### src/rtl/lsu_pkg.sv
// lsu_pkg: shared funct3 encodings, FSM states and access-rule helpers for the load/store unit
package lsu_pkg;
  localparam logic [2:0] F3_B  = 3'b000;
  localparam logic [2:0] F3_H  = 3'b001;
  localparam logic [2:0] F3_W  = 3'b010;
  localparam logic [2:0] F3_BU = 3'b100;
  localparam logic [2:0] F3_HU = 3'b101;
  localparam int TIMEOUT = 255;
  typedef enum logic [1:0] {IDLE, REQ, WAIT_RD, DONE} state_t;
  // unlisted funct3 encodings report as misaligned so they never reach memory
  function automatic logic is_misaligned(input logic [2:0] f3, input logic [1:0] a);
    return (f3 == F3_B || f3 == F3_BU) ? 1'b0 :
           (f3 == F3_H || f3 == F3_HU) ? a[0] :
           (f3 == F3_W) ? |a : 1'b1;
  endfunction
  function automatic logic [3:0] lane_be(input logic [2:0] f3, input logic [1:0] a);
    return (f3 == F3_B || f3 == F3_BU) ? 4'b0001 << a :
           (f3 == F3_H || f3 == F3_HU) ? 4'b0011 << a : 4'b1111;
  endfunction
endpackage

### src/rtl/load_store_unit_if.sv
// load_store_unit_if: request/ready/valid data-memory port with byte enables
interface load_store_unit_if #(parameter int ADDR_W = 32);
  logic              memReq;
  logic              memWe;
  logic [ADDR_W-1:0] memAddr;
  logic [31:0]       memWdata;
  logic [3:0]        memBe;
  logic              memReady;
  logic              memRvalid;
  logic [31:0]       memRdata;
  modport master(output memReq, memWe, memAddr, memWdata, memBe, input memReady, memRvalid, memRdata);
  modport slave(input memReq, memWe, memAddr, memWdata, memBe, output memReady, memRvalid, memRdata);
endinterface

### src/rtl/load_aligner.sv
// load_aligner: selects the addressed byte/halfword lane and sign- or zero-extends it
module load_aligner
  import lsu_pkg::*;
(
  input  logic [31:0] rdata,
  input  logic [1:0]  ea,
  input  logic [2:0]  funct3,
  output logic [31:0] value
);
  logic [7:0]  b;
  logic [15:0] h;
  assign b = rdata[{ea, 3'b000} +: 8];
  assign h = rdata[{ea[1], 4'b0000} +: 16];
  assign value = funct3 == F3_B  ? {{24{b[7]}}, b} :
                 funct3 == F3_BU ? {24'b0, b} :
                 funct3 == F3_H  ? {{16{h[15]}}, h} :
                 funct3 == F3_HU ? {16'b0, h} : rdata;
endmodule

### src/rtl/load_store_unit.sv
// load_store_unit: multi-cycle data-memory access stage; LSU_TIMEOUT_EN adds an abort on a stalled memory
module load_store_unit
  import lsu_pkg::*;
#(
  parameter int ADDR_W         = 32,
  parameter int TIMEOUT_CYCLES = TIMEOUT
)
(
  input  logic               clk,
  input  logic               rst_n,
  input  logic               start,
  input  logic               isStore,
  input  logic [2:0]         funct3,
  input  logic [31:0]        baseAddr,
  input  logic [31:0]        offset32,
  input  logic [31:0]        storeData,
  output logic               busy,
  output logic               done,
  output logic [31:0]        loadData,
  output logic               misaligned,
  output logic               timeout,
  load_store_unit_if.master  mem
);
  state_t            state, state_n;
  logic [31:0]       ea, ld_val, st_val, wdata;
  logic [ADDR_W-1:0] ea_q;
  logic [2:0]        f3_q;
  logic              store_q, mis_in, mis_q, tmo_fire, launch;
  logic [31:0]       wdata_q, load_q;
  logic [3:0]        be_q;
  assign ea     = baseAddr + offset32;
  assign mis_in = is_misaligned(funct3, ea[1:0]);
  assign launch = state == IDLE && start;
  load_aligner u_ld (.rdata(mem.memRdata), .ea(ea_q[1:0]), .funct3(f3_q), .value(ld_val));
  // forcing the unsigned variant at lane 0 yields the raw low byte/halfword to replicate
  load_aligner u_st (.rdata(storeData), .ea(2'b00), .funct3({1'b1, funct3[1:0]}), .value(st_val));
  assign wdata = funct3[1:0] == 2'b00 ? {4{st_val[7:0]}} :
                 funct3[1:0] == 2'b01 ? {2{st_val[15:0]}} : st_val;
`ifdef LSU_TIMEOUT_EN
  localparam int CNT_W = $clog2(TIMEOUT_CYCLES + 1) < 8 ? 8 : $clog2(TIMEOUT_CYCLES + 1);
  logic [CNT_W-1:0] cnt;
  logic             tmo_q;
  assign tmo_fire = (state == REQ && !mem.memReady || state == WAIT_RD && !mem.memRvalid) &&
                    cnt == CNT_W'(TIMEOUT_CYCLES - 1);
  assign timeout  = tmo_q;
  always_ff @(posedge clk)
    if (!rst_n) begin
      cnt   <= '0;
      tmo_q <= 1'b0;
    end else begin
      cnt   <= (state != REQ && state_n == REQ) ? '0 : busy ? cnt + 1'b1 : cnt;
      tmo_q <= launch ? 1'b0 : tmo_fire ? 1'b1 : tmo_q;
    end
`else
  assign tmo_fire = 1'b0;
  assign timeout  = 1'b0;
`endif
  always_ff @(posedge clk)
    if (!rst_n) state <= IDLE;
    else state <= state_n;
  always_comb begin
    state_n = state;
    unique case (state)
      IDLE:    state_n = start ? (mis_in ? DONE : REQ) : IDLE;
      REQ:     state_n = mem.memReady ? (store_q ? DONE : WAIT_RD) : tmo_fire ? DONE : REQ;
      WAIT_RD: state_n = (mem.memRvalid || tmo_fire) ? DONE : WAIT_RD;
      DONE:    state_n = IDLE;
    endcase
  end
  always_comb begin
    busy       = state == REQ || state == WAIT_RD;
    done       = state == DONE;
    mem.memReq = state == REQ;
    mem.memWe  = state == REQ && store_q;
  end
  assign mem.memAddr  = {ea_q[ADDR_W-1:2], 2'b00};
  assign mem.memWdata = wdata_q;
  assign mem.memBe    = be_q;
  assign loadData     = load_q;
  assign misaligned   = mis_q;
  always_ff @(posedge clk)
    if (!rst_n) begin
      ea_q    <= '0;
      f3_q    <= '0;
      store_q <= 1'b0;
      wdata_q <= '0;
      be_q    <= '0;
      mis_q   <= 1'b0;
      load_q  <= '0;
    end else begin
      if (launch) begin
        ea_q    <= ea[ADDR_W-1:0];
        f3_q    <= funct3;
        store_q <= isStore;
        wdata_q <= wdata;
        be_q    <= isStore ? lane_be(funct3, ea[1:0]) : 4'b1111;
        mis_q   <= mis_in;
      end
      if (state == WAIT_RD && mem.memRvalid) load_q <= ld_val;
    end
endmodule
### src/flat_wrapper.sv
// flat-port wrapper written by rule: the top's interface ports become plain ports
module load_store_unit_flat import lsu_pkg::*;
#(
  parameter int ADDR_W         = 32,
  parameter int TIMEOUT_CYCLES = TIMEOUT
)
  (clk, rst_n, start, isStore, funct3, baseAddr, offset32, storeData, busy, done, loadData, misaligned, timeout, mem_memReq, mem_memWe, mem_memAddr, mem_memWdata, mem_memBe, mem_memReady, mem_memRvalid, mem_memRdata);
  load_store_unit_if #(.ADDR_W(ADDR_W)) mem_i ();
  input  logic clk;
  input  logic rst_n;
  input  logic start;
  input  logic isStore;
  input  logic [2:0] funct3;
  input  logic [31:0] baseAddr;
  input  logic [31:0] offset32;
  input  logic [31:0] storeData;
  output logic busy;
  output logic done;
  output logic [31:0] loadData;
  output logic misaligned;
  output logic timeout;
  output wire logic [$bits(mem_i.memReq)-1:0] mem_memReq;
  output wire logic [$bits(mem_i.memWe)-1:0] mem_memWe;
  output wire logic [$bits(mem_i.memAddr)-1:0] mem_memAddr;
  output wire logic [$bits(mem_i.memWdata)-1:0] mem_memWdata;
  output wire logic [$bits(mem_i.memBe)-1:0] mem_memBe;
  input wire logic [$bits(mem_i.memReady)-1:0] mem_memReady;
  input wire logic [$bits(mem_i.memRvalid)-1:0] mem_memRvalid;
  input wire logic [$bits(mem_i.memRdata)-1:0] mem_memRdata;
  assign mem_memReq = mem_i.memReq;
  assign mem_memWe = mem_i.memWe;
  assign mem_memAddr = mem_i.memAddr;
  assign mem_memWdata = mem_i.memWdata;
  assign mem_memBe = mem_i.memBe;
  assign mem_i.memReady = mem_memReady;
  assign mem_i.memRvalid = mem_memRvalid;
  assign mem_i.memRdata = mem_memRdata;
  load_store_unit #(.ADDR_W(ADDR_W), .TIMEOUT_CYCLES(TIMEOUT_CYCLES)) u_core (.clk(clk), .rst_n(rst_n), .start(start), .isStore(isStore), .funct3(funct3), .baseAddr(baseAddr), .offset32(offset32), .storeData(storeData), .busy(busy), .done(done), .loadData(loadData), .misaligned(misaligned), .timeout(timeout), .mem(mem_i));
endmodule
### config.mk
export PLATFORM = sky130hd
export DESIGN_NAME = load_store_unit_flat
export DESIGN_NICKNAME = d
export VERILOG_FILES = /design/src/rtl/lsu_pkg.sv /design/src/rtl/load_store_unit_if.sv /design/src/rtl/load_aligner.sv /design/src/rtl/load_store_unit.sv /design/src/flat_wrapper.sv
export SDC_FILE = /design/constraint.sdc
export NUM_CORES = 1
export LEC_CHECK = 0
export BUFFER_PORTS_ARGS = -buffer_cell sky130_fd_sc_hd__buf_2
export CORE_MARGIN = 8
export CORE_UTILIZATION = 51
export CTS_CLUSTER_SIZE = 20
export DETAILED_ROUTE_END_ITERATION = 8
export PLACE_DENSITY = 0.82
export SLEW_MARGIN = 20
export SYNTH_ARGS = -nofsm -noshare
export SYNTH_HDL_FRONTEND = slang
export SYNTH_SLANG_ARGS = --single-unit
### constraint.sdc
create_clock -name clk -period 3 [get_ports clk]
set_input_delay 0.6 -clock clk [delete_from_list [all_inputs] [get_ports clk]]
set_output_delay 0.6 -clock clk [all_outputs]
set_load 0.05 [all_outputs]
Yosys cells after proc, flatten, opt, wreduce, memory -nomap -nowiden
Index checks and enable logic that the tools add are counted.

Register bits: 107. Bits in latches: 0. RAM bits: 0. Bits in read-only memories: 0. Output and inout bits: 106. Memories kept: 0.

Add/subtract/negate cells: 1. Multipliers: 0. Divide/modulo/power cells: 0. Magnitude comparators: 0. Equality and inequality tests: 11. Shift-type cells: 4. Multiplexer cells: 21. Bitwise logic cells: 0. Reductions and logical operators: 12.

Operators by type and width (count): $mux 32 (9); $add 32x32->32 (1); $shiftx 32x6->16 (1); $shiftx 32x6->8 (1); $eq 3x3->1 const B (4); $mux 4 (3); $logic_not 3->1 (3); $pmux 2 s4 (1); $eq 3x1->1 const B (2); $mux 2 (3); $mux 1 (5); $eq 2x1->1 const B (2); $eq 2x2->1 const B (2); $logic_not 2->1 (2); $shl 1x2->4 const A (1); $shl 2x2->4 const A (1); $eq 3x2->1 const B (1); $logic_and 1x1->1 (3); $logic_or 1x1->1 (3); $reduce_or 2->1 (1).

Depth between registers and ports, before layout
Gate-level depths: netlist of the first run.

Depth after elaboration: 8. Gate-level depth with buffers: 12. Depth with buffers taken out: 12.

Modules after synthesis
From an unflattened synthesis of the first run, not the netlist that was laid out.

Cell total of the unflattened synthesis: 1073. Area total of the unflattened synthesis: 8142.8 µm².

By module, submodules not included: load_store_unit (instances 1, cells each 819, area an instance 6281.0 µm², seq. area each 2142.1 µm²); load_aligner (instances 2, cells each 127, area an instance 930.9 µm², seq. area each 0.0 µm²).

Worst setup path before layout of the first run
OpenSTA, ideal clock, no wires.

Path kind: input -> register. From: input port baseAddr[0]. To: register u_core.ea_q[30]. Arrival: 2.597 ns. Required time: 2.932 ns. Setup slack: 0.335 ns. Stages on the path: 12. Path through: ha_1 -> inv_1 -> fa_1 -> nor2b_4 -> o31ai_2 -> a21oi_4 -> a21oi_2 -> a41o_4 -> o31ai_4 -> xor2_1 -> nand2_1 -> a21oi_2.

Word-level cells in the longest chain between the ends: 1.

Ends and longest elaborated chain: start, declared (line flat_wrapper.sv:14) `input logic [31:0] baseAddr;`; $add 32x32->32 (line load_store_unit.sv:31) `assign ea = baseAddr + offset32;`; end signal, assigned (line load_store_unit.sv:92) `ea_q <= ea[ADDR_W-1:0];`; end, declared (line load_store_unit.sv:26) `logic [ADDR_W-1:0] ea_q;`.

No other way between the ends. A chain may end at the register's enable or synchronous reset.

Worst setup path in the final report of the first run
From: input port offset32[0]. To: register u_core.ea_q[30].

Word-level cells in the longest chain between the ends: 1.

Ends and longest elaborated chain: start, declared (line flat_wrapper.sv:15) `input logic [31:0] offset32;`; $add 32x32->32 (line load_store_unit.sv:31).

No other way between the ends.

==> flow_metrics.py, run 1 <==
metrics = {
    "floorplanning": {
        "placeableCoreArea_um2": 13100,
        "die_w_um": 131,
        "die_area_um2": 17200,
        "chipHeight_um": 131,
        "core.rowCount": 42,
        "pin_count": 243,
        "floorplan.initialDensity_pct": 51.8,
    },
    "setup_path": {
        "crit_path_max_fanout": 3,
        "worstSetupEndpointType": "flip-flop",
        "critical_path.startpoint": "offset32[0]",
        "worstPathArrival_ns": 2.82,
        "crit-reg2reg-launch": "u_core.ea_q[1]$_SDFFE_PN0P_",
        "worst-setup-path-type": "in -> reg",
        "critPathRequiredTime_ns": 3.27,
        "worstSetupStartpointType": "input pin",
    },
    "route": {
        "post_drt_wl_per_cell_um": 16.4,
        "drt-vias-per-instance": 5.55,
        "drtIter0Drc": 579,
        "finalWirelength_mm": 20.0,
        "detail_route.drc_violations": 0,
        "detail_route_antenna_nets": 0,
        "detail_route.first_pass.iterations": 6,
        "routed-via-count": 6734,
    },
    "finish": {
        "layout.core_utilization_pct": 61.8,
        "final_cell_count_without_fillers": 1214,
        "drive_gt1_share_pct": 30.3,
        "nets": 1210,
        "area_delta_synth_final_pct": 19.4,
    },
    "cts": {
        "ctsHtreeMaxLevel": 3,
        "clock_tree_from_tritoncts": "built",
        "cts_post_setup_buffers_inserted": 0,
        "clk_pin_slew_worst_paths_ns": 0.07,
        "cts_hold_buf": 0,
        "cts.root.buffer_cell": "sky130_fd_sc_hd__clkbuf_16",
        "worst_skew_pair.late_latency_ns": 0.34,
        "cts_num_sinks": 107,
        "cts.path.max_buffers": 2,
        "cts_made_buffers": 9,
        "cts-resized-gates": 0,
    },
    "synthesis": {
        "synth.top_cells.by_count": "sky130_fd_sc_hd__nand2_1 (169), sky130_fd_sc_hd__a21oi_1 (112), sky130_fd_sc_hd__dfxtp_1 (107)",
        "synth.lib_cells_used.distinct": 64,
        "synth_async_sr_flop_share_pct": 0,
        "ys_ff_latch": 107,
        "synth_top_area_cell": "sky130_fd_sc_hd__dfxtp_1",
        "yosys_most_used_dff": "sky130_fd_sc_hd__dfxtp_1",
        "yosysTopAreaCellShare_pct": 31.6,
        "yosysSeqAreaShare_pct": 31.6,
        "mappedNetlistArea_um2": 6780,
        "synth_cells": 862,
        "synth.top_cells.by_area": "sky130_fd_sc_hd__dfxtp_1 (32%), sky130_fd_sc_hd__nand2_1 (9.4%), sky130_fd_sc_hd__a21oi_1 (8.3%), sky130_fd_sc_hd__ha_1 (7.4%), sky130_fd_sc_hd__buf_4 (3.8%)",
        "synthMostInstantiatedCell": "sky130_fd_sc_hd__nand2_1",
        "avgSynthCellArea_um2": 7.86,
        "number_of_warning_messages_in_the_yosys_log": 0,
        "number_of_flops_mapped_to_enable_cells_by_yosys": 0,
    },
    "hold_path": {
        "min-delay-path-class": "reg -> reg",
        "hold_start": "u_core.ea_q[7]$_SDFFE_PN0P_",
    },
    "placed_design": {
        "gp_congestion": 0.917,
        "inst_count_dp": 1197,
        "dp_hpwl_mm": 15.5,
        "port-buffer-count": 239,
    },
    "sta": {
        "finalClockSkew_ns": 0.00702,
        "rsz_0062_raised_after_global_routing": "false",
        "worst-slew-pin-transition_ns": 0.695,
        "totalNegativeSetupSlack_ns": 0,
        "finalWorstPathRequiredPeriod_ns": 2.54,
        "share_of_the_cycle_needed_by_the_critical_path_after_routing_pct": 84.7,
        "final_hold_viol_count": 0,
        "achievable-frequency_ghz": 0.393,
        "max-slew-margin-rel_pct": 53.5,
        "max_slew_violation_total_from_the_final_report": 0,
        "setup-violations-final": 0,
    },
    "global_routing": {
        "overflow": 0,
        "grt_antenna_before_repair": 1,
        "grt_max_degree": 54,
        "wire_length_of_the_first_global_routing_pass_mm": 32.3,
        "grt_pass1_vias": 6441,
        "grt_util_all_layers_pct": 22.2,
    },
    "power": {
        "powerDensity_nw_per_um2": 524,
        "peakVddDrop_uv": 289,
        "cellLeakagePower_nw": 3.80,
        "p_total_mw": 4.24,
    },
    "run_status": {
        "result_of_the_run": "complete, no violations",
    },
    "job": {
        "max_cap_viol_count": 0,
    },
}
[worst max-delay path, stage by stage]
cell,delay [ns]
sky130_fd_sc_hd__buf_2,0.08
sky130_fd_sc_hd__ha_1,0.19
sky130_fd_sc_hd__inv_1,0.07
sky130_fd_sc_hd__fa_1,0.43
sky130_fd_sc_hd__nor2b_4,0.16
sky130_fd_sc_hd__o31ai_2,0.09
sky130_fd_sc_hd__a21oi_4,0.17
sky130_fd_sc_hd__a21oi_2,0.10
sky130_fd_sc_hd__a41o_4,0.29
sky130_fd_sc_hd__o31ai_4,0.24
sky130_fd_sc_hd__xor2_1,0.16
sky130_fd_sc_hd__nand2_1,0.08
sky130_fd_sc_hd__a21oi_2,0.16
[cells by family (layout without fill, tap and decap cells)]
group | count (synthesis) | count (layout) | synth area share [%]
other cells | 1 | 4 | 0.0553
flops | 107 | 107 | 31.6
xor+xnor | 23 | 23 | 2.97
simple gates | 282 | 282 | 17.4
buf+inv | 109 | 282 | 8.24
compound gates | 270 | 270 | 26.5
mux | 29 | 29 | 5.60
fa+ha+maj | 41 | 41 | 7.68
[layout make-up]
type                    instances  area (µm²)
well taps                     176         220
flip-flops and latches        107        2140
clock buffers                  12         256
clock inverters                 4        25.0
repair buffers                248        1290
diodes                          1        2.50
fillers                      1161        5000
inverters                      18        67.6
multi-input cells             648        4090
[per-layer routing]
layer / GRT usage (%) / vias up / part of all wire, % / routed length [µm]
li1: - / 3341 / - / -
met1: 26.7 / 3055 / 42 / 8300
met2: 38.4 / 301 / 48 / 9670
met3: 3.89 / 37 / 7.3 / 1460
met4: 8.81 / 0 / 2.6 / 522
met5: 0 / - / 0 / 0
[where the power goes]
| part | switching (mW) | leakage [nW] | internal [mW] |
|---|---|---|---|
| Sequential | 0.0713 | 0.877 | 1.54 |
| Combinational | 1.02 | 2.79 | 0.490 |
| Clock | 0.513 | 0.135 | 0.606 |
[placed cells by master (no fill, tap or decap), types with 3 or more instances in the layout]
master	n
sky130_fd_sc_hd__a211oi_1	12
sky130_fd_sc_hd__a21o_1	15
sky130_fd_sc_hd__a21oi_1	112
sky130_fd_sc_hd__a21oi_2	5
sky130_fd_sc_hd__a311oi_1	15
sky130_fd_sc_hd__a31oi_1	3
sky130_fd_sc_hd__and2_1	7
sky130_fd_sc_hd__and3_1	3
sky130_fd_sc_hd__buf_2	239
sky130_fd_sc_hd__buf_4	7
sky130_fd_sc_hd__clkbuf_16	9
sky130_fd_sc_hd__conb_1	3
sky130_fd_sc_hd__dfxtp_1	107
sky130_fd_sc_hd__ha_1	40
sky130_fd_sc_hd__inv_1	17
sky130_fd_sc_hd__mux2i_1	21
sky130_fd_sc_hd__mux4_2	7
sky130_fd_sc_hd__nand2_1	168
sky130_fd_sc_hd__nand3_1	12
sky130_fd_sc_hd__nand4_1	9
sky130_fd_sc_hd__nor2_1	64
sky130_fd_sc_hd__nor2b_1	3
sky130_fd_sc_hd__nor3_1	4
sky130_fd_sc_hd__o21a_1	4
sky130_fd_sc_hd__o21ai_0	47
sky130_fd_sc_hd__o21ai_1	9
sky130_fd_sc_hd__o21ai_2	3
sky130_fd_sc_hd__o21bai_1	3
sky130_fd_sc_hd__o221a_2	18
sky130_fd_sc_hd__xnor2_1	15
sky130_fd_sc_hd__xor2_1	8
[sequential cells by signal (all words and copies together) (netlist names)]
name                 cells
u_core.state             2
u_core.ea_q             32
u_core.f3_q              3
u_core.store_q           1
u_core.mem.memBe         4
u_core.loadData         32
u_core.misaligned        1
u_core.mem.memWdata     32
[metrics by stage]
stage | hold slack, ns | worst slack (ns) | cell area (µm²)
2_1_floorplan | 0.432 | 0.335 | 6780
3_3_place_gp | 0.437 | 0.152 | 7800
3_5_place_dp | 0.442 | 0.0908 | 7800
4_1_cts | 0.450 | 0.456 | 8090
5_1_grt | 0.478 | 0.321 | 8090
6_report | 0.451 | 0.459 | 8090
[worst paths after layout]
path	endpoint	slack, ns	depth (start not counted)
min reg2reg	u_core.ea_q[7]$_SDFFE_PN0P_	0.45	2
max	u_core.ea_q[30]$_SDFFE_PN0P_	0.46	13
max reg2reg	u_core.loadData[28]$_SDFFE_PN0P_	0.92	5
min	u_core.ea_q[7]$_SDFFE_PN0P_	0.45	2
Power figures use the tool's default switching activity.
==> run 2, diff against run 1 <==
ABC_AREA = 1   (was not set)
CORE_UTILIZATION = 47   (was 51)
PLACE_DENSITY = 0.78   (was 0.82)
clock period = 2.12 ns   (was 3 ns; I/O delays follow)
==> run 2 against run 1 <==
Setup slack got worse by 0.16 ns. Clock skew increased by 0.0026 ns. Die area increased by 19%. Combinational power increased by 64%. Synthesized cell count increased by 44%. Utilization decreased by 3.7 points. Total power increased by 55%. Critical endpoint is now mem_memWe. Largest cell class unchanged. Largest power group is now combinational cells.
==> flow_metrics.py, run 2 <==
metrics = {
    "job": {
        "max_cap_viol_count": 0,
    },
    "synthesis": {
        "yosysTopAreaCellShare_pct": 28.1,
        "synth.lib_cells_used.distinct": 38,
        "synthMostInstantiatedCell": "sky130_fd_sc_hd__nand2_1",
        "ys_ff_latch": 107,
        "avgSynthCellArea_um2": 6.16,
        "number_of_flops_mapped_to_enable_cells_by_yosys": 0,
        "synth_cells": 1239,
        "yosysSeqAreaShare_pct": 28.1,
        "synth.top_cells.by_area": "sky130_fd_sc_hd__dfxtp_1 (28%), sky130_fd_sc_hd__nand2_1 (15%), sky130_fd_sc_hd__inv_1 (11%), sky130_fd_sc_hd__ha_1 (6.6%), sky130_fd_sc_hd__nor2_1 (6.2%)",
        "number_of_warning_messages_in_the_yosys_log": 0,
        "synth_top_area_cell": "sky130_fd_sc_hd__dfxtp_1",
        "mappedNetlistArea_um2": 7640,
        "synth_async_sr_flop_share_pct": 0,
        "synth.top_cells.by_count": "sky130_fd_sc_hd__nand2_1 (302), sky130_fd_sc_hd__inv_1 (231), sky130_fd_sc_hd__nor2_1 (127)",
        "yosys_most_used_dff": "sky130_fd_sc_hd__dfxtp_1",
    },
    "sta": {
        "max_slew_violation_total_from_the_final_report": 0,
        "totalNegativeSetupSlack_ns": 0,
        "setup-violations-final": 0,
        "share_of_the_cycle_needed_by_the_critical_path_after_routing_pct": 85.8,
        "final_hold_viol_count": 0,
        "rsz_0062_raised_after_global_routing": "false",
        "setup_slack_after_layout_ns": 0.300,
        "achievable-frequency_ghz": 0.549,
        "finalClockSkew_ns": 0.00958,
        "finalWorstPathRequiredPeriod_ns": 1.82,
        "final.hold.worst_slack_ns": 0.322,
    },
    "route": {
        "drt-vias-per-instance": 4.96,
        "post_drt_wl_per_cell_um": 14.2,
        "detail_route.drc_violations": 0,
        "detail_route.first_pass.iterations": 5,
        "drtIter0Drc": 624,
        "finalWirelength_mm": 23.7,
        "detail_route_antenna_nets": 0,
        "routed-via-count": 8252,
    },
    "finish": {
        "drive_gt1_share_pct": 21.1,
        "final.fill_count": 1584,
        "highest_count_cells_in_the_layout_ignoring_fill_and_taps": "sky130_fd_sc_hd__nand2_1 (302), sky130_fd_sc_hd__buf_2 (239), sky130_fd_sc_hd__inv_1 (231)",
        "most_frequent_standard_cell_in_the_layout_excluding_fill_and_tap_cells": "sky130_fd_sc_hd__nand2_1",
        "area_delta_synth_final_pct": 21.0,
        "nets": 1620,
        "layout.core_utilization_pct": 58.2,
    },
    "setup_path": {
        "worstPathArrival_ns": 1.40,
        "worstSetupEndpointType": "output port",
        "worstSetupStartpointType": "flip-flop",
        "crit_path_max_fanout": 4,
        "worst-setup-path-type": "reg -> out",
        "critPathRequiredTime_ns": 1.70,
    },
    "run_status": {
        "result_of_the_run": "complete, no violations",
    },
    "global_routing": {
        "grt_max_degree": 73,
        "grt_pass1_vias": 7689,
        "grt_util_all_layers_pct": 22.5,
        "grt_antenna_before_repair": 1,
        "overflow": 0,
        "wire_length_of_the_first_global_routing_pass_mm": 37.6,
    },
    "placed_design": {
        "gp_congestion": 0.941,
        "pre_cts_slack_ns": -0.0311,
        "dp_hpwl_mm": 19.1,
        "port-buffer-count": 239,
    },
    "cts": {
        "cts_num_sinks": 107,
        "cts_hold_buf": 0,
        "clock_tree_from_tritoncts": "built",
        "cts_post_setup_buffers_inserted": 0,
        "cts_made_buffers": 9,
        "cts.path.max_buffers": 2,
        "ctsHtreeMaxLevel": 3,
        "cts-resized-gates": 0,
        "cts.root.buffer_cell": "sky130_fd_sc_hd__clkbuf_16",
        "clk_pin_slew_worst_paths_ns": 0.08,
        "worst_skew_pair.late_latency_ns": 0.35,
    },
    "floorplanning": {
        "floorplan.initialDensity_pct": 48.1,
        "core.rowCount": 46,
        "pin_count": 243,
        "chipHeight_um": 143,
        "placeableCoreArea_um2": 15900,
        "die_area_um2": 20600,
        "die_w_um": 143,
    },
    "hold_path": {
        "min-delay-path-class": "in -> reg",
    },
    "power": {
        "p_total_mw": 6.59,
        "powerDensity_nw_per_um2": 713,
        "cellLeakagePower_nw": 5.55,
        "peakVddDrop_uv": 466,
    },
}
[run 2: changes by cell type in the layout (fill, tap and decap cells not counted), sizes merged, moves of 15 or more]
| cell | previous run | this run |
|---|---|---|
| a21oi | 118 | 86 |
| o211ai | 2 | 30 |
| nand3 | 12 | 58 |
| a311oi | 15 | 0 |
| mux2i | 21 | 0 |
| o221ai | 1 | 16 |
| o221a | 18 | 0 |
| buf | 248 | 270 |
| inv | 18 | 238 |
| nand2 | 169 | 304 |
| o21ai | 59 | 106 |
| nor2 | 64 | 129 |
[run 2: report_power, final]
| group | total [mW] | internal (mW) | leakage [nW] | switching (mW) |
|---|---|---|---|---|
| Clock | 1.82 | 1.04 | 0.157 | 0.778 |
| Sequential | 2.31 | 2.20 | 0.881 | 0.107 |
| Combinational | 2.47 | 0.732 | 4.51 | 1.73 |
| Total | 6.59 | 3.97 | 5.55 | 2.62 |
[run 2: cell families after synthesis]
logic type,synth area share [%]
buffers and inverters,17.9
flip-flops,28.1
other,0.0491
XOR/XNOR,1.61
AND/OR/NAND/NOR,25.8
AO/OA/AOI/OAI,19.8
adder cells (fa/ha/maj),6.82
[run 2: metal layers]
metal,wire [µm],global-route usage (%),vias up
met5,0,0,-
met4,257,4.98,0
met3,1960,5.44,14
met2,10700,36.8,274
met1,10800,29.3,3684
li1,-,-,4280
[run 2: final cells by class]
class / instances / area [µm²] / share of cell area [%]
Antenna cell: 1 / 2.50 / 0.0271
Clock buffer: 10 / 229 / 2.48
Clock inverter: 6 / 87.6 / 0.948
Inverter: 239 / 902 / 9.77
Multi-Input combinational cell: 815 / 4140 / 44.8
Sequential cell: 107 / 2140 / 23.2
Tap cell: 216 / 270 / 2.93
Timing Repair Buffer: 270 / 1470 / 15.9
[run 2: worst paths after layout]
check	from	endpoint	slack, ns	cells past startpoint
worst max-delay path	u_core.state[1]$_SDFF_PN0_	mem_memWe	0.30	5
worst min-delay path	funct3[2]	u_core.f3_q[2]$_SDFFE_PN0P_	0.32	3
worst max register to register	u_core.state[0]$_SDFF_PN0_	u_core.mem.memBe[1]$_SDFFE_PN0P_	0.38	9
worst min register to register	u_core.mem.memWdata[16]$_SDFFE_PN0P_	u_core.mem.memWdata[16]$_SDFFE_PN0P_	0.47	2
[run 2: stage by stage]
| step | area, µm² | std cells |
|---|---|---|
| 6_report | 9240 | 1664 |
| 5_1_grt | 9240 | 1664 |
| 4_1_cts | 9240 | 1663 |
| 3_5_place_dp | 8920 | 1647 |
| 3_3_place_gp | 8920 | 1647 |
| 2_1_floorplan | 7640 | 1241 |
[run 2: critical path, stage by stage, from the launching register on]
cell                      delay (ns)
sky130_fd_sc_hd__dfxtp_1        0.34
sky130_fd_sc_hd__inv_1          0.10
sky130_fd_sc_hd__ha_1           0.21
sky130_fd_sc_hd__nand2_1        0.10
sky130_fd_sc_hd__inv_1          0.06
sky130_fd_sc_hd__buf_2          0.25
==> run 3, diff against run 2 <==
CORE_UTILIZATION = 49   (was 47)
SYNTH_HIERARCHICAL = 1   (was not set)
==> run 3 against run 2 <==
Total power grew 8.5%. Sequential power about the same. Synthesized cell count up 29%. Critical path type unchanged. Largest cell class unchanged.
==> flow_metrics.py, run 3 <==
metrics = {
    "sta": {
        "finalWorstPathRequiredPeriod_ns": 1.90,
        "share_of_the_cycle_needed_by_the_critical_path_after_routing_pct": 89.8,
        "worst-slew-pin-transition_ns": 0.587,
        "rsz_0062_raised_after_global_routing": "false",
        "setup-violations-final": 0,
        "achievable-frequency_ghz": 0.525,
        "max-slew-margin-rel_pct": 60.8,
        "max_slew_violation_total_from_the_final_report": 0,
        "setup_slack_after_layout_ns": 0.217,
        "totalNegativeSetupSlack_ns": 0,
        "final.hold.worst_slack_ns": 0.358,
        "finalClockSkew_ns": 0.0180,
        "final_hold_viol_count": 0,
    },
    "synthesis": {
        "synth_async_sr_flop_share_pct": 0,
        "yosys_most_used_dff": "sky130_fd_sc_hd__dfxtp_1",
        "post_synth_fa_ha_maj_area_fraction_pct": 5.71,
        "synth.lib_cells_used.distinct": 36,
        "synth_top_area_cell": "sky130_fd_sc_hd__dfxtp_1",
        "mappedNetlistArea_um2": 9110,
        "synth_xor_xnor_area_share_pct": 1.44,
        "synthMostInstantiatedCell": "sky130_fd_sc_hd__nand2_1",
        "synth.top_cells.by_count": "sky130_fd_sc_hd__nand2_1 (514), sky130_fd_sc_hd__inv_1 (264), sky130_fd_sc_hd__nor2_1 (176)",
        "number_of_flops_mapped_to_enable_cells_by_yosys": 0,
        "yosys.area_share.simple_pct": 40.0,
        "synth.area.mux_share_pct": 0,
        "synth_cells": 1603,
        "number_of_warning_messages_in_the_yosys_log": 6,
        "synth_top_family_by_area": "simple AND/OR/NAND/NOR gates",
        "ys_ff_latch": 107,
        "synth_compound_gate_area_share_pct": 11.0,
        "yosysTopAreaCellShare_pct": 23.5,
        "yosysSeqAreaShare_pct": 23.5,
        "synth.top_cells.by_area": "sky130_fd_sc_hd__dfxtp_1 (24%), sky130_fd_sc_hd__nand2_1 (21%), sky130_fd_sc_hd__inv_1 (11%), sky130_fd_sc_hd__nand3_1 (8.5%), sky130_fd_sc_hd__nor2_1 (7.2%)",
        "avgSynthCellArea_um2": 5.68,
    },
    "power": {
        "power.switching_mw": 3.00,
        "power.clock.fraction_pct": 26.8,
        "power_frac_comb_pct": 40.7,
        "peakVddDrop_uv": 450,
        "powerDensity_nw_per_um2": 672,
        "internal_power_mw": 4.15,
        "power.sequential.fraction_pct": 32.5,
        "switching_share_pct": 42.0,
        "cellLeakagePower_nw": 6.53,
    },
    "finish": {
        "area_delta_synth_final_pct": 16.7,
        "drive_gt1_share_pct": 18.4,
        "layout.core_utilization_pct": 57.6,
        "final.fill_count": 1949,
        "highest_count_cells_in_the_layout_ignoring_fill_and_taps": "sky130_fd_sc_hd__nand2_1 (514), sky130_fd_sc_hd__inv_1 (262), sky130_fd_sc_hd__buf_2 (239)",
        "most_frequent_standard_cell_in_the_layout_excluding_fill_and_tap_cells": "sky130_fd_sc_hd__nand2_1",
        "nets": 1978,
        "insertedDiodeCount": 0,
    },
    "cts": {
        "clk_pin_slew_worst_paths_ns": 0.08,
        "clock_tree_from_tritoncts": "built",
        "cts.path.max_buffers": 2,
        "cts_hold_buf": 0,
        "ctsHtreeMaxLevel": 3,
        "cts_num_sinks": 107,
        "worst_skew_pair.late_latency_ns": 0.36,
        "cts_made_buffers": 9,
        "cts.root.buffer_cell": "sky130_fd_sc_hd__clkbuf_16",
        "cts_post_setup_buffers_inserted": 0,
    },
    "setup_path": {
        "cp_cell_sequence": "inv_1 -> ha_1 -> nand2_1 -> inv_1 -> buf_2",
        "worstSetupStartpointType": "flip-flop",
        "timing.critical_path.slowest_cell_delay_ns": 0.34,
        "crit_path_max_fanout": 4,
        "worstSetupEndpointType": "output port",
        "worstPathArrival_ns": 1.48,
        "crit_path_top_delay_cell": "sky130_fd_sc_hd__dfxtp_1",
        "timing.critical_path.mode_cell": "sky130_fd_sc_hd__inv_1",
        "critical_path.n_buffers_inverters": 3,
        "worst-setup-path-type": "reg -> out",
        "critPathRequiredTime_ns": 1.70,
        "worst_path_dominant_cell_family": "buffers and inverters",
    },
    "floorplanning": {
        "die_w_um": 152,
        "pin_count": 243,
        "chipHeight_um": 152,
        "floorplan.initialDensity_pct": 49.4,
        "core.rowCount": 50,
        "placeableCoreArea_um2": 18500,
        "die_area_um2": 23200,
    },
    "global_routing": {
        "grt_antenna_before_repair": 0,
        "grt_pass1_vias": 9379,
        "overflow": 0,
        "grt_util_all_layers_pct": 23.4,
        "wire_length_of_the_first_global_routing_pass_mm": 45.7,
        "grt_max_degree": 46,
    },
    "route": {
        "drt-vias-per-instance": 5.00,
        "drtIter0Drc": 638,
        "detail_route.first_pass.iterations": 5,
        "detail_route.drc_violations": 0,
        "finalWirelength_mm": 28.0,
        "routed-via-count": 10200,
        "post_drt_wl_per_cell_um": 13.7,
        "detail_route_antenna_nets": 0,
    },
    "placed_design": {
        "gp_congestion": 0.921,
        "dp_hpwl_mm": 22.2,
        "pre_cts_slack_ns": -0.0109,
        "port-buffer-count": 239,
    },
    "hold_path": {
        "min-delay-path-class": "in -> reg",
    },
    "job": {
        "max_cap_viol_count": 0,
    },
    "run_status": {
        "result_of_the_run": "complete, no violations",
    },
}
[run 3: cell types whose count changed after synthesis, moves of 16 or more]
cell | before | now
sky130_fd_sc_hd__o221ai_1 | 16 | 0
sky130_fd_sc_hd__inv_1 | 231 | 264
sky130_fd_sc_hd__a21oi_1 | 85 | 49
sky130_fd_sc_hd__nand3_1 | 58 | 155
sky130_fd_sc_hd__nor2_1 | 127 | 176
sky130_fd_sc_hd__nand2_1 | 302 | 514
sky130_fd_sc_hd__nand2_2 | 1 | 17
[run 3: per-stage QoR]
step / total power [mW] / area [µm²] / cells
after floorplan: 4.60 / 9150 / 1614
after global placement: 5.22 / 10300 / 2023
after detailed placement: 5.25 / 10300 / 2023
after CTS: 7.19 / 10600 / 2039
after global routing: 7.61 / 10600 / 2039
final: 7.15 / 10600 / 2039
[run 3: worst min-delay path, delay by kind of cell]
kind / cells / cell delay (ns)
buf+inv: 1 / 0.13
simple gates: 1 / 0.06
compound gates: 1 / 0.06
[run 3: worst paths after layout]
path,from,to,slack [ns],depth (start not counted)
setup reg to reg,u_core/state[0]$_SDFF_PN0_,u_core/loadData[31]$_SDFFE_PN0P_,0.37,6
hold / removal,start,u_core/state[0]$_SDFF_PN0_,0.36,3
setup / recovery,u_core/state[1]$_SDFF_PN0_,mem_memWe,0.22,5
hold reg to reg,u_core/mem.memWdata[19]$_SDFFE_PN0P_,u_core/mem.memWdata[19]$_SDFFE_PN0P_,0.46,2
[run 3: layer usage]
layer	vias to the layer above	global-route usage, %	routed length (µm)
li1	5291	-	-
met1	4521	29.5	12500
met2	336	38.7	12600
met3	37	5.59	2240
met4	0	7.33	591
met5	-	0	0
[run 3: kinds of logic after synthesis]
logic type	Yosys count
XOR/XNOR	15
buffers and inverters	370
AO/OA/AOI/OAI	184
adder cells (fa/ha/maj)	41
flip-flops	107
AND/OR/NAND/NOR	884
other	2
[run 3: cell type report]
class	count	area [µm²]	share of cell area, %
multi-input combinational	1137	5350	50.4
timing repair buffer	270	1470	13.8
sequential	107	2140	20.2
inverter	275	1040	9.75
clock inverter	7	115	1.08
tap	234	293	2.75
clock buffer	9	225	2.12
[run 3: timing repair]
action                     in CTS  in global routing
setup endpoints to repair       0                 32
resized for setup               0                  1
hold endpoints to repair        0                  0
[run 3: power groups by stage]
stage | clock network (mW) | logic, mW | registers [mW]
2_1_floorplan | 0 | 1.88 | 2.72
3_3_place_gp | 0 | 2.85 | 2.37
3_5_place_dp | 0 | 2.88 | 2.37
4_1_cts | 1.97 | 2.89 | 2.33
5_1_grt | 2.05 | 3.22 | 2.35
6_report | 1.92 | 2.91 | 2.33
